## src/rtl/seg_mux_driver.sv

```systemverilog
// Multiplexed hex seven-segment driver with anti-ghost blanking,
// brightness control, leading-zero blanking and frame-synchronous shadow.
module seg_mux_driver #(
    parameter int DIGITS = 4,
    parameter int SLOT   = 260,
    parameter int BLANK  = 10
) (
    input  logic                  clk,
    input  logic                  rst_n,
    input  logic [4*DIGITS-1:0]   data,
    input  logic [DIGITS-1:0]     dp,
    input  logic [3:0]            bright,
    input  logic                  lzb,
    input  logic                  en,
    output logic [DIGITS-1:0]     sel,
    output logic [7:0]            seg,
    output logic                  frame_tick
);

    localparam int CW = $clog2(SLOT);
    localparam int DW = (DIGITS > 1) ? $clog2(DIGITS) : 1;
    localparam int OW = 22;

    logic [CW-1:0]          cnt;
    logic [DW-1:0]          dig;
    logic [4*DIGITS-1:0]    shd;
    logic [DIGITS-1:0]      shd_dp;

    logic [OW-1:0]          on_len;
    logic                   in_win;
    logic [3:0]             nib;
    logic                   dpb;
    logic                   zk;
    logic [DIGITS-1:0]      zhi;
    logic                   blank;
    logic                   lit;
    logic                   last_cnt;
    logic                   last_dig;

    function automatic logic [6:0] hex7(input logic [3:0] v);
        logic [6:0] r;
        unique case (v)
            4'h0: r = 7'h40;
            4'h1: r = 7'h79;
            4'h2: r = 7'h24;
            4'h3: r = 7'h30;
            4'h4: r = 7'h19;
            4'h5: r = 7'h12;
            4'h6: r = 7'h02;
            4'h7: r = 7'h78;
            4'h8: r = 7'h00;
            4'h9: r = 7'h10;
            4'hA: r = 7'h08;
            4'hB: r = 7'h03;
            4'hC: r = 7'h46;
            4'hD: r = 7'h21;
            4'hE: r = 7'h06;
            default: r = 7'h0E;
        endcase
        return r;
    endfunction

    // Lit window, current digit's shadow nibble and leading-zero state.
    always_comb begin
        on_len = (OW'(SLOT - BLANK) * (OW'(bright) + OW'(1))) >> 4;
        in_win = (OW'(cnt) >= OW'(BLANK)) &&
                 (OW'(cnt) < OW'(BLANK) + on_len);
        zhi = '0;
        zhi[DIGITS-1] = (shd[4*DIGITS-1 -: 4] == 4'h0);
        for (int k = DIGITS - 2; k >= 0; k--) begin
            zhi[k] = zhi[k+1] && (shd[4*k +: 4] == 4'h0);
        end
        nib = 4'h0;
        dpb = 1'b0;
        zk  = 1'b0;
        for (int k = 0; k < DIGITS; k++) begin
            if (DW'(k) == dig) begin
                nib = shd[4*k +: 4];
                dpb = shd_dp[k];
                zk  = zhi[k];
            end
        end
        blank    = lzb && zk && (dig != '0);
        lit      = in_win && en && !blank;
        last_cnt = (cnt == CW'(SLOT - 1));
        last_dig = (dig == DW'(DIGITS - 1));
    end

    // Slot/digit counters, frame-boundary shadow load and registered outputs.
    always_ff @(posedge clk or negedge rst_n) begin
        if (!rst_n) begin
            cnt        <= '0;
            dig        <= '0;
            shd        <= '0;
            shd_dp     <= '0;
            sel        <= '1;
            seg        <= 8'hFF;
            frame_tick <= 1'b0;
        end else begin
            cnt        <= last_cnt ? '0 : cnt + CW'(1);
            frame_tick <= last_cnt && last_dig;
            if (last_cnt) begin
                dig <= last_dig ? '0 : dig + DW'(1);
            end
            if (last_cnt && last_dig) begin
                shd    <= data;
                shd_dp <= dp;
            end
            if (lit) begin
                sel <= ~(DIGITS'(1) << dig);
                seg <= {~dpb, hex7(nib)};
            end else begin
                sel <= '1;
                seg <= 8'hFF;
            end
        end
    end

endmodule

```

## config.mk

```make
export PLATFORM = sky130hd
export DESIGN_NAME = seg_mux_driver
export DESIGN_NICKNAME = d
export VERILOG_FILES = /design/src/rtl/seg_mux_driver.sv
export SDC_FILE = /design/constraint.sdc
export NUM_CORES = 1
export LEC_CHECK = 0
export ABC_CLOCK_PERIOD_IN_PS = 2700
export CAP_MARGIN = 20
export CORE_MARGIN = 1.5
export CORE_UTILIZATION = 55
export CTS_BUF_LIST = sky130_fd_sc_hd__clkbuf_8
export CTS_CLUSTER_DIAMETER = 150
export DETAILED_ROUTE_END_ITERATION = 8
export PLACE_DENSITY = 0.87
export SLEW_MARGIN = 25
export SYNTH_ARGS = -nofsm -noshare
export SYNTH_HDL_FRONTEND = slang
export SYNTH_SLANG_ARGS = --single-unit
```

## constraint.sdc

```tcl
create_clock -name clk -period 2.7 [get_ports clk]
set_input_delay 0.675 -clock clk [delete_from_list [all_inputs] [get_ports clk]]
set_output_delay 0.675 -clock clk [all_outputs]
set_load 0.01 [all_outputs]
```

* After elaboration in Yosys (flattened, before gate mapping)
Memory sizes are Yosys's and may differ from the RTL's.
Cells that the tools add are included.
** Storage, ports and cells
- Logic and storage cells :: 55
- Input port bits :: 28
- Bits in registers :: 44
- ROM bits :: 112
- Memories kept :: 1
- Output and inout port bits :: 13
** Operators by class
- Shifts and indexed selects :: 1
- Equality and inequality tests :: 5
- $lt $le $gt $ge :: 2
- Reductions and logical operators :: 16
- Mux-type cells :: 16
- Multiply operators :: 1
- $add $sub $neg :: 4
- Bitwise logic cells :: 2
** Memories
- (no name shown) :: words 16, width 7, read ports 1, clocked after memory_dff 0, wr ports 0, line 42 : unique case (v)
** Operators by type and width (count)
- 4-bit 2-to-1 mux :: 5
- 4-bit zero test :: 4
- 7-bit by 5-bit multiplier with 12-bit output, first input constant :: 1
- 4-bit by 9-bit adder with 10-bit output, first input constant :: 1
- 9-bit by 10-bit < comparator with 1-bit output :: 1
- 9-bit by 1-bit adder with 9-bit output, second input constant :: 1
- 9-bit == test, second input constant :: 1
- 9-bit by 4-bit greater-or-equal comparator with 1-bit output, second input constant :: 1
- 1-bit logical AND :: 9
- 9-bit 2-to-1 mux :: 1
- 1-bit 2-to-1 mux :: 8
- 8-bit 2-to-1 mux :: 1
- 4-bit by 1-bit adder with 5-bit output, second input constant :: 1
- 2-bit == test, first input constant :: 2
- 4-bit inverter :: 1
- 1-bit by 2-bit << shifter with 4-bit output, first input constant :: 1
- 2-bit by 1-bit adder with 2-bit output, second input constant :: 1
- 1-bit by 2-bit == test with 1-bit output, first input constant :: 1
- 2-bit == test, second input constant :: 1
- 2-bit zero test :: 1
- 2-bit 2-to-1 mux :: 1
- 2-bit nonzero test :: 1
- 1-bit zero test :: 1
- 1-bit inverter :: 1

* Depth between registers and ports, before layout
- Depth after elaboration :: 13
- Gate-level depth with buffers :: 23
- Depth with buffers taken out :: 21

* Worst setup path after synthesis
OpenSTA, ideal clock, no wires.
- Kind :: input to register
- From :: input port bright[0]
- To :: register seg[6]
- Stages :: 21
- Path buffers :: 1
- Setup time :: 0.094 ns
- Arrival :: 5.561 ns
- Data required time :: 2.606 ns
- Setup slack :: -2.956 ns
- Path through :: nand3_1 > xnor2_1 > inv_1 > fa_1 > inv_1 > fa_1 > fa_1 > inv_1 > ha_1 > nor2_1 > o31ai_1 > o31ai_1 > xnor2_1 > xor2_1 > ha_1 > or3_1 > a221oi_1 > o21ai_0 > a21oi_1 > clkbuf_1 > o221ai_2
** Between the ends
- Cells in the longest elaborated chain, start to end :: 8
** RTL lines
- start, declared :: line 12 : input logic [3:0] bright,
- 4-bit by 1-bit adder with 5-bit output :: line 65 : on_len = (OW'(SLOT - BLANK) * (OW'(bright) + OW'(1))) >> 4;
- 7-bit by 5-bit multiplier with 12-bit output :: line 65
- 4-bit by 9-bit adder with 10-bit output :: line 67 : (OW'(cnt) < OW'(BLANK) + on_len);
- 9-bit by 10-bit < comparator with 1-bit output :: line 67
- 1-bit logical AND :: line 66 : in_win = (OW'(cnt) >= OW'(BLANK)) &&
- 1-bit logical AND (2 in series) :: line 84 : lit = in_win && en && !blank;
- 8-bit 2-to-1 mux :: line 109 : if (lit) begin
- end signal, assigned :: line 111 : seg <= {~dpb, hex7(nib)};
- end, declared :: line 16 : output logic [7:0] seg,
No other way between the ends.
A chain may end at the register's enable or synchronous reset.

* Worst setup path in the final report
- From :: input port bright[1]
- To :: register seg[6]
The elaborated chain is that of the path after synthesis.

==> impl_summary.md <==
Outcome
The flow ran to the end, but the final reports show violations. The final reports fail on setup timing.

STA
For the final database, setup skew stands at ~0.016 ns. Setup slack on the critical path of the routed design comes to -2.65 ns. The final number of max-transition violations is 0. Setup repair after global routing could not meet its margin everywhere. Setup violations remaining at the end of the flow were counted as 12. The fraction of the cycle the final worst path needs is 1.98. The number of hold violations in the final report is 0. In this run the tightest slew margin relative to its limit is 0.526. For this run, the top clock speed supported by timing is between 0.15 and 0.2 GHz. For the pin with the worst max-slew slack, the measured transition is about 0.7 ns. Subtracting the final worst setup slack from the clock period gives 5.35 ns.

Yosys
The predominant post-synthesis flop cell is sky130_fd_sc_hd__dfrtp_1. Yosys mapped a number of flops with a built-in enable equal to 0. Of the total synthesized cell area, the portion taken by full adders, half adders and majority gates is 0.213. For this run, the register share of the synthesized area comes to 0.333. The post-synthesis sequential element count is 44. The post-synthesis compound-gate area fraction is 0.131. After synthesis, the mean cell area works out to approximately 10 um^2. The number of instances in the synthesized netlist is 328.

The share of synthesized cell area in and, or, nand and nor gates is 0.116. The mapped netlist covers 3350 um^2. The Yosys step of the flow raised 0 warnings.

After synthesis, the share of cell area in mux cells is 0.0885. The number of nets in the synthesized netlist is a little over 400. After synthesis, the largest family of logic cells by area is adder cells.

Of the total synthesized cell area, the portion taken by XOR and XNOR cells is 0.0623. Yosys mapped the design onto 54 distinct sky130hd cell types. The async set or reset register ratio after synthesis is 1.00.

Global routing
The met2 usage in global routing is 0.548. The number of global-route vias before repair is between 3000 and 4000. In this run the most used layer during global routing was met2. For met1 alone, demand over resource in global routing was 0.396. After global routing the overflow that remains totals 0.

The pin count of the biggest net entering global routing is 45. In the global route stage, overall resource usage came out at 0.331. For this run, global-route usage on met3 was measured as 0.0843. The first global-routing pass estimated 16300 um of wire. The number of antenna violations at the first check in global routing was 0.

Critical path
At the worst endpoint, the arrival time is 5.58 ns. The category of the critical setup timing path is in -> reg. The startpoint identified for the worst register-to-register timing path is dig[0]$_DFFE_PN0N_.

On the worst path, the slowest cell contributes a delay of 0.58 ns. The master of the slowest instance on the critical path is sky130_fd_sc_hd__fa_2. The largest fanout of any net on the critical path is 6. The worst setup path is launched from an input pin. The kind of cell adding the most delay to the critical path is adder cells. The signal on the critical path passes through buf_12, ha_4, xor2_4, fa_2, inv_2, fa_1, fa_1, inv_2, ha_4, buf_12, nor2_4, nor2_2, xor2_1, buf_4, o211ai_1, nor2_1, xor2_1, ha_2, or3_4, a221oi_2, o21ai_1, a21oi_2, buf_6, o221ai_2. The number of buffers and inverters on the critical path is 6.

The worst setup path is captured at a register. The start point of the critical path is bright[1]. The endpoint required time on the critical path is 2.93 ns.

Clocking
The CTS tree is built. The clock-pin slew on the worst setup and hold paths is 0.10 ns. Counting every sink on the clock net gives between 40 and 50. TritonCTS created 5 clock buffers. The maximum clock insertion buffer count is 2.

The insertion delay to the later sink of the worst-skew pair is roughly 0.31 ns. CTS built an H-tree with a depth of 2. The number of buffers inserted by hold repair at cts is 0.

The clock root buffer is sky130_fd_sc_hd__clkbuf_8.

Routing
After the first detailed-routing iteration, the DRC count stood at slightly above 300. The via count of the routed design is 3100. For this run, the detailed router's first-pass iteration total came to 7. After detailed routing, the number of remaining DRC violations is 0. In the final routed layout, each cell accounts on average for ~21 um. Using the TritonRoute via totals, the vias-per-cell ratio works out to slightly above 6. The total length of routed wires is approximately 10000 um. The post-route antenna net violation count is 0.

Die
During I/O placement, the number of pins put on the boundary was 41. The count of standard-cell rows is 28. The area of the die is 6570 um^2. The core box area is 5890 um^2. The height of the chip is 81.1 um. The die boundary width is 81.1 um. The effective utilization at floorplan is 0.570.

Place
At the end of routability-driven placement, the weighted congestion stood at 0.884. Buffers placed on the I/O ports in this run total 40. The number of placed instances, taps included, is 478. Detailed placement ended at an HPWL of 6310 um.

Pwr
The cell internal power dissipation is 2500 uW. The leakage power figure is 0.00212 uW. Of the total power, registers draw 0.181.

In this run the power density over the cells is 937 nW/um^2. The worst-case IR drop observed on VDD is 0.000628 V. Of the total power, the share spent switching nets is 0.415. The analysis attributes to net switching a power of 1780 uW. The share of total power dissipated in the clock network is 0.122.

The part of the power in combinational logic is 0.697.

Cells and area
The final design utilization is 0.776. For this run, the post-layout net count is 500. The share of layout cells above drive strength 1 is 0.332.

The post-layout instance count excluding filler cells is 497. The number of antenna diodes in the final layout is 0. The filler cells instantiated in the layout total 325. Relative to the synthesized area, the layout overhead comes to 36.3%.

Job
The tool flagged a number of max-cap violations equal to 0.

Min path
The class of the worst hold path is in -> async.
-- metrics by stage --
step	TNS [ns]	cell area [um^2]	hold slack, ns	total power [uW]	worst slack, ns
floorplan	-28.82	3450	0.379	2190	-2.46
finish	-31.40	4570	0.342	4280	-2.65
global placement	-37.34	4240	0.497	2890	-3.14
global route	-32.07	4570	0.388	4460	-2.70
CTS	-27.15	4520	0.522	3960	-2.28
detailed placement	-39.64	4240	0.501	3030	-3.34
-- logic make-up after synthesis --
group | count (synthesis)
DFF | 44
buffers and inverters | 47
and+or+nand+nor | 71
muxes | 27
xor gates and xnor gates | 23
adders and majority gates | 51
AOI/OAI and AO/OA | 65
-- placed cells by master, fill, tap and decap left out, types with 10 or more instances in the layout --
cell	n
sky130_fd_sc_hd__dfrtp_1	32
sky130_fd_sc_hd__xnor2_1	13
sky130_fd_sc_hd__nand3_1	10
sky130_fd_sc_hd__mux2_2	21
sky130_fd_sc_hd__ha_1	36
sky130_fd_sc_hd__inv_1	34
sky130_fd_sc_hd__nand2_1	14
sky130_fd_sc_hd__a21oi_1	14
sky130_fd_sc_hd__nor2_1	10
sky130_fd_sc_hd__o21ai_0	11
sky130_fd_sc_hd__buf_4	54
sky130_fd_sc_hd__clkdlybuf4s50_1	35
sky130_fd_sc_hd__dfstp_2	12
-- power groups by stage --
| stage | clock [uW] | combinational, uW | sequential, uW |
|---|---|---|---|
| 3_5_place_dp | 0 | 2240 | 789 |
| 4_1_cts | 521 | 2660 | 776 |
| 2_1_floorplan | 0 | 1370 | 816 |
| 5_1_grt | 557 | 3120 | 782 |
| 6_report | 523 | 2980 | 776 |
| 3_3_place_gp | 0 | 2100 | 784 |
-- worst reg2reg max path: cells and delay by family, from the launching register on --
| family | cells | cell delay, ns |
|---|---|---|
| adders and majority gates | 2 | 0.74 |
| muxes | 1 | 0.57 |
| AOI/OAI and AO/OA | 3 | 0.53 |
| DFF | 1 | 0.42 |
| buffers and inverters | 2 | 0.35 |
| and+or+nand+nor | 1 | 0.21 |
-- final timing paths --
path / depth (start not counted) / end / slack, ns
hold / removal: 1 / shd[8]$_DFFE_PN0P_ / 0.34
max in group asynchronous: 1 / shd[2]$_DFFE_PN0P_ / 1.97
setup reg to reg: 9 / seg[0]$_DFF_PN1_ / -0.19
hold reg to reg: 1 / shd[1]$_DFFE_PN0P_ / 0.52
min in group clk: 1 / shd[1]$_DFFE_PN0P_ / 0.52
setup / recovery: 24 / seg[6]$_DFF_PN1_ / -2.65
-- flip-flops by register name (all words and copies together) (netlist names) --
signal / cells
dig: 2
sel: 4
shd_dp: 4
seg: 8
frame_tick: 1
cnt: 9
shd: 16
-- per-layer routing --
layer	routed length, um	share of wire
met1	4060	0.39
met2	5010	0.48
met3	816	0.078
met4	552	0.053
met5	0	0
-- repair_timing --
action,CTS,global route
pin swaps,12,5
cloned,1,0
endpoints found under the setup margin,12,12
resized for setup,46,14
endpoints found under the hold margin,0,0
buffers inserted,9,1
-- Yosys cell counts (2+ instances only) --
master,number,share of area
sky130_fd_sc_hd__and3_1,3,0.0056
sky130_fd_sc_hd__a21oi_2,2,0.0052
sky130_fd_sc_hd__and2_1,2,0.0037
sky130_fd_sc_hd__a21o_1,2,0.0045
sky130_fd_sc_hd__o2111ai_1,2,0.0052
sky130_fd_sc_hd__a31oi_1,2,0.0037
sky130_fd_sc_hd__nand4b_1,2,0.0052
sky130_fd_sc_hd__a21oi_1,16,0.024
sky130_fd_sc_hd__dfrtp_1,32,0.24
sky130_fd_sc_hd__nand3_1,13,0.019
sky130_fd_sc_hd__o21ai_0,19,0.028
sky130_fd_sc_hd__nand2b_1,4,0.0075
sky130_fd_sc_hd__xnor2_1,14,0.037
sky130_fd_sc_hd__inv_1,37,0.041
sky130_fd_sc_hd__mux2_2,21,0.071
sky130_fd_sc_hd__buf_2,3,0.0045
sky130_fd_sc_hd__clkbuf_1,6,0.0067
sky130_fd_sc_hd__o221ai_1,2,0.0052
sky130_fd_sc_hd__o211ai_1,3,0.0067
sky130_fd_sc_hd__nor3_1,2,0.0030
sky130_fd_sc_hd__nand4_1,2,0.0037
sky130_fd_sc_hd__xor2_1,8,0.021
sky130_fd_sc_hd__a22oi_1,3,0.0067
sky130_fd_sc_hd__dfstp_2,12,0.094
sky130_fd_sc_hd__nor3b_1,2,0.0045
sky130_fd_sc_hd__ha_1,41,0.15
sky130_fd_sc_hd__nand3b_1,3,0.0067
sky130_fd_sc_hd__nor2_1,12,0.013
sky130_fd_sc_hd__fa_1,10,0.060
sky130_fd_sc_hd__nor4_1,4,0.0075
sky130_fd_sc_hd__o31ai_1,3,0.0067
sky130_fd_sc_hd__nand2_1,14,0.016
sky130_fd_sc_hd__mux2i_1,6,0.018
-- area by class of cell --
type | instances | area [um^2] | area share
Multi-Input combinational cell | 237 | 2250 | 0.492
Sequential cell | 44 | 1120 | 0.244
Timing Repair Buffer | 96 | 855 | 0.187
Inverter | 37 | 139 | 0.0304
Tap cell | 75 | 93.8 | 0.0205
Clock buffer | 5 | 68.8 | 0.0151
Clock inverter | 3 | 47.5 | 0.0104
Note: power is estimated with default switching activity, not from simulation.
